--- src/rtl/ndm_reset_sequencer.sv ---
// ---------------------------------------------------------------------------
// ndm_reset_sequencer
//
// Turns the debug module's ndmreset level into ordered, minimum-width,
// active-low resets. The peripheral subsystem is released first and the core
// last. A debug request seen during the reset window is held pending, so the
// core halts on its first fetch after a debug-initiated reset.
//
// Build option:
//   NDM_RESET_SEQ_SYNC_EN - when defined, each input passes through a 2-flop
//                           synchronizer instead of a single register stage.
//                           Input-to-decision latency grows by one cycle.
//
// Parameter legality: PERIPH_HOLD_CYCLES and CORE_RELEASE_DELAY must lie in
// 1 .. 2**CNT_WIDTH-1.
// ---------------------------------------------------------------------------
module ndm_reset_sequencer #(
    parameter int PERIPH_HOLD_CYCLES = 16,
    parameter int CORE_RELEASE_DELAY = 8,
    parameter int CNT_WIDTH          = 8
) (
    input  logic aclk,
    input  logic aresetn,
    input  logic ndmreset,
    input  logic debug_req_irq,
    output logic periph_aresetn,
    output logic core_aresetn,
    output logic core_debug_req,
    output logic seq_busy
);

    typedef enum logic [1:0] {
        ST_ASSERT     = 2'd0,
        ST_REL_PERIPH = 2'd1,
        ST_IDLE       = 2'd2
    } state_t;

    localparam logic [CNT_WIDTH-1:0] CNT_ZERO  = {CNT_WIDTH{1'b0}};
    localparam logic [CNT_WIDTH-1:0] CNT_ONE   = {{(CNT_WIDTH-1){1'b0}}, 1'b1};
    localparam logic [CNT_WIDTH-1:0] HOLD_LOAD = CNT_WIDTH'(PERIPH_HOLD_CYCLES) - CNT_ONE;
    localparam logic [CNT_WIDTH-1:0] CORE_LOAD = CNT_WIDTH'(CORE_RELEASE_DELAY) - CNT_ONE;

    // Input stage outputs: every control decision is taken on these only.
    logic ndm_q_r;
    logic dbg_q_r;

    state_t                 state_r;
    state_t                 state_s;
    logic [CNT_WIDTH-1:0]   cnt_r;
    logic [CNT_WIDTH-1:0]   cnt_s;
    logic                   pending_r;
    logic                   pending_s;

    logic                   periph_aresetn_r;
    logic                   core_aresetn_r;
    logic                   core_debug_req_r;
    logic                   seq_busy_r;
    logic                   periph_aresetn_s;
    logic                   core_aresetn_s;
    logic                   core_debug_req_s;
    logic                   seq_busy_s;

`ifdef NDM_RESET_SEQ_SYNC_EN
    logic ndm_meta_r;
    logic dbg_meta_r;

    // Two-flop synchronizers: inputs may arrive from an unrelated clock domain.
    always_ff @(posedge aclk) begin
        if (!aresetn) begin
            ndm_meta_r <= 1'b0;
            dbg_meta_r <= 1'b0;
            ndm_q_r    <= 1'b0;
            dbg_q_r    <= 1'b0;
        end else begin
            ndm_meta_r <= ndmreset;
            dbg_meta_r <= debug_req_irq;
            ndm_q_r    <= ndm_meta_r;
            dbg_q_r    <= dbg_meta_r;
        end
    end
`else
    // Single register stage on both debug module outputs.
    always_ff @(posedge aclk) begin
        if (!aresetn) begin
            ndm_q_r <= 1'b0;
            dbg_q_r <= 1'b0;
        end else begin
            ndm_q_r <= ndmreset;
            dbg_q_r <= debug_req_irq;
        end
    end
`endif

    // Next-state and hold/delay counter: a retrigger always wins over release.
    always_comb begin
        state_s = state_r;
        cnt_s   = cnt_r;
        case (state_r)
            ST_ASSERT: begin
                if ((cnt_r == CNT_ZERO) && !ndm_q_r) begin
                    state_s = ST_REL_PERIPH;
                    cnt_s   = CORE_LOAD;
                end else if (cnt_r != CNT_ZERO) begin
                    cnt_s = cnt_r - CNT_ONE;
                end else begin
                    // Hold time met but ndmreset still high: stay, count saturated.
                    cnt_s = CNT_ZERO;
                end
            end
            ST_REL_PERIPH: begin
                if (ndm_q_r) begin
                    state_s = ST_ASSERT;
                    cnt_s   = HOLD_LOAD;
                end else if (cnt_r == CNT_ZERO) begin
                    state_s = ST_IDLE;
                    cnt_s   = CNT_ZERO;
                end else begin
                    cnt_s = cnt_r - CNT_ONE;
                end
            end
            ST_IDLE: begin
                if (ndm_q_r) begin
                    state_s = ST_ASSERT;
                    cnt_s   = HOLD_LOAD;
                end else begin
                    cnt_s = cnt_r;
                end
            end
            default: begin
                // Unreachable encoding: recover through a full reset sequence.
                state_s = ST_ASSERT;
                cnt_s   = HOLD_LOAD;
            end
        endcase
    end

    // Pending halt: set anywhere inside the sequence, cleared once idle and the request drops.
    always_comb begin
        pending_s = pending_r;
        if (state_r == ST_IDLE) begin
            if (!dbg_q_r) begin
                pending_s = 1'b0;
            end else begin
                pending_s = pending_r;
            end
        end else begin
            if (dbg_q_r) begin
                pending_s = 1'b1;
            end else begin
                pending_s = pending_r;
            end
        end
    end

    // Output values follow the state being entered, so they register alongside it.
    always_comb begin
        periph_aresetn_s = (state_s != ST_ASSERT);
        core_aresetn_s   = (state_s == ST_IDLE);
        seq_busy_s       = (state_s != ST_IDLE);
        if (state_s == ST_ASSERT) begin
            // Never hand a halt request to a core that is held in reset.
            core_debug_req_s = 1'b0;
        end else begin
            core_debug_req_s = dbg_q_r | pending_s;
        end
    end

    // State, counter, pending flag and registered outputs.
    always_ff @(posedge aclk) begin
        if (!aresetn) begin
            state_r          <= ST_ASSERT;
            cnt_r            <= HOLD_LOAD;
            pending_r        <= 1'b0;
            periph_aresetn_r <= 1'b0;
            core_aresetn_r   <= 1'b0;
            core_debug_req_r <= 1'b0;
            seq_busy_r       <= 1'b1;
        end else begin
            state_r          <= state_s;
            cnt_r            <= cnt_s;
            pending_r        <= pending_s;
            periph_aresetn_r <= periph_aresetn_s;
            core_aresetn_r   <= core_aresetn_s;
            core_debug_req_r <= core_debug_req_s;
            seq_busy_r       <= seq_busy_s;
        end
    end

    assign periph_aresetn = periph_aresetn_r;
    assign core_aresetn   = core_aresetn_r;
    assign core_debug_req = core_debug_req_r;
    assign seq_busy       = seq_busy_r;

endmodule

--- config.mk ---
export PLATFORM = sky130hd
export DESIGN_NAME = ndm_reset_sequencer
export DESIGN_NICKNAME = d
export VERILOG_FILES = /design/src/rtl/ndm_reset_sequencer.sv
export SDC_FILE = /design/constraint.sdc
export NUM_CORES = 1
export LEC_CHECK = 0
export CAP_MARGIN = 40
export CELL_PAD_IN_SITES_DETAIL_PLACEMENT = 1
export CELL_PAD_IN_SITES_GLOBAL_PLACEMENT = 1
export CORE_ASPECT_RATIO = 0.9
export CORE_MARGIN = 4
export CORE_UTILIZATION = 36
export CTS_CLUSTER_DIAMETER = 80
export DETAILED_ROUTE_END_ITERATION = 12
export PLACE_DENSITY_LB_ADDON = 0.1
export SYNTH_ARGS = -nofsm -noshare
export SYNTH_HDL_FRONTEND = slang
export SYNTH_SLANG_ARGS = --single-unit
--- constraint.sdc ---
create_clock -name aclk -period 1.4 [get_ports aclk]
set_input_delay 0.28 -clock aclk [delete_from_list [all_inputs] [get_ports aclk]]
set_output_delay 0.28 -clock aclk [all_outputs]
set_load 0.1 [all_outputs]
==> results_dict.tcl <==
set metrics [dict create \
    layout-drive-gt1-share 0.298 \
    hold_viol 0 \
    detail_route.wl_per_cell_um 14.7 \
    wl_um 2040 \
    drv_cap 0 \
    antenna_found_initial 0 \
    dr.pass1.iters 4 \
    critPathMaxFanout 5 \
    syn2layout_area_growth_pct 39.5 \
    clock_latency_ps 290 \
    cts_max_path_buffers 2 \
    cts_htree_levels 1 \
    multi_input_area_um2 427 \
    slew_headroom 0.808 \
    antennaDiodeCount 0 \
    ys_types 31 \
    setup_viol 1 \
    critical_path.startpoint_type "register" \
    dp_hpwl_um 1520 \
    final_nets 121 \
    violations "negative setup slack" \
    tightest_slew_ps 287 \
    grt_pass1_vias 793 \
    via_per_inst 5.18 \
    status "finished, violations left" \
    avgSynthCellArea_um2 8.96 \
    remaining_drc_errors 0 \
    clock.fmax_mhz 687 \
    endpoint_kind "register" \
    vdd_drop_max_mv 0.445 \
    fin_ws_ps -55.7 \
    numCtsBuffers 3 \
    dr_total_vias 720 \
    grt-ovfl-total 0 \
    yosysWarnings 0 \
    cts-root-buf "clkbuf_4" \
    grt_use_total 0.150 \
    fin_worst_skew_ps 2.60 \
    yosysSeqAreaShare 0.432 \
    drt_iter0_markers 8 \
    die_x_um 57.3 \
    final_common_cell "buf_4" \
    die-height_um 52.4 \
    core_area_mm2 0.00199 \
    finalSetupTns_ps -55.7 \
    cp.required_ps 1560 \
    synth_fp_nets 94 \
    dieArea_mm2 0.00300 \
    p_per_area_mw_per_mm2 798 \
    synth_top_area_frac 0.432 \
    grt_pass1_wl_um 3370 \
    postRouteAntennaNets 0 \
    slew_viol_final 0 \
    fillers 252 \
    dpl_cell_area_mm2 0.00102 \
    placementRows 15 \
    finish.instance_area_mm2 0.00110 \
    synth_top_cell_by_area "dfxtp_1" \
    cp.arrival_ps 1620 \
    criticalPathCategory "reg2reg" \
    grt_max_degree 15 \
    synth_area_um2 788 \
    hold_class "reg2reg" \
    gp_congestion 0.719 \
    io_pins 8 \
    period_minus_slack_ps 1460 \
    clock-sinks 17 \
    final_cell_mix "buf_4, dfxtp_1, nor2_1" \
    initial_core_util 0.396 \
    timing.final.crit_share 1.04 \
    cts_tree "done" \
    synth_seq_cells 17 \
    netlist_top_cells_area "dfxtp_1, xor2_1, nor2_1, nand4b_1, o21ai_0" \
    rsz0062_at_grt "true" \
    seq_area_um2 344 \
    synthCells 88 \
    power.leakage_uw 0.000451 \
    path_clk_slew_ps 100 \
    io_buffers 7 \
]
per-layer routing:
metal  vias to the layer above  part of all wire  global-route usage
li1                        355                 -                   -
met3                         4             0.023              0.0222
met4                         0             0.014              0.0811
met5                         -                 0                   0
met1                       352              0.48               0.184
met2                         9              0.48               0.251
path summary, 6_finish.rpt:
kind,start,endpoint,slack [ps],cells after the start
max,cnt_r[1],cnt_r[1],-60,7
min,pending_r,pending_r,480,2
max reg2reg,cnt_r[1],cnt_r[1],-60,7
min reg2reg,pending_r,pending_r,480,2
cells in the mapped netlist, drive strengths merged:
master  count
nor3        2
a21o        1
o22ai       1
a21oi       3
and2        2
a211oi      1
clkbuf      3
nand4b      4
nand3       3
nor2       11
dfxtp      17
nor4        1
or2         1
inv         6
nand2       4
o21ai       7
xor2        5
o21a        1
ha          2
nand4       1
a31oi       1
o211a       1
o211ai      2
a21boi      2
or3b        1
xnor2       1
nand2b      2
nor3b       2
final cells by class:
class / count / share of cell area
clock buffer: 4 / 0.0239
inverter: 6 / 0.0205
multi-input combinational: 62 / 0.388
sequential: 17 / 0.313
tap: 25 / 0.0284
timing repair buffer: 25 / 0.226
critical path, cell delays in order, from the launching register on:
cell	delay, ps
dfxtp_2	330
inv_2	70
ha_4	120
nor3b_2	140
buf_4	170
a21oi_1	90
nor3b_1	260
a31oi_1	140
per-stage QoR:
| stage | total power [uW] | setup WS [ps] | hold slack (ps) | instances | util |
|---|---|---|---|---|---|
| 6_report | 878 | -55.7 | 481 | 139 | 0.553 |
| 5_1_grt | 926 | -159 | 544 | 139 | 0.553 |
| 4_1_cts | 874 | 0.707 | 484 | 135 | 0.529 |
| 3_5_place_dp | 606 | -32.2 | 469 | 131 | 0.514 |
| 3_3_place_gp | 601 | -6.97 | 464 | 131 | 0.514 |
| 2_1_floorplan | 557 | 26.0 | 369 | 88 | - |
timing repair:
item / 4_1_cts / 5_1_grt
hold buffers: 0 / 0
cloned: 0 / 0
buffers inserted: 0 / 4
setup endpoints to repair: 5 / 11
resized for setup: 5 / 4
pin swaps: 1 / 5
power by group:
group | switching (uW) | total (uW) | leakage [uW] | internal, uW
logic | 50.3 | 108 | 0.000297 | 57.6
clock network | 153 | 263 | 0.0000150 | 111
registers | 9.22 | 507 | 0.000139 | 498
total | 212 | 878 | 0.000451 | 666
logic make-up (layout without fill, tap and decap cells):
| kind of cell | Yosys count | in the layout | share of synthesized area |
|---|---|---|---|
| AND/OR/NAND/NOR | 34 | 34 | 0.268 |
| buffers and inverters | 9 | 35 | 0.0429 |
| XOR/XNOR | 6 | 6 | 0.0667 |
| AO/OA/AOI/OAI | 20 | 20 | 0.159 |
| flip-flops | 17 | 17 | 0.432 |
| adder cells (fa/ha/maj) | 2 | 2 | 0.0317 |
registers in the layout, summed over array words and instances, names as in the netlist:
name            cells
cnt_r               8
periph_aresetn      1
ndm_q_r             1
state_r             2
dbg_q_r             1
core_debug_req      1
seq_busy            1
pending_r           1
core_aresetn        1
Power figures use the tool's default switching activity.
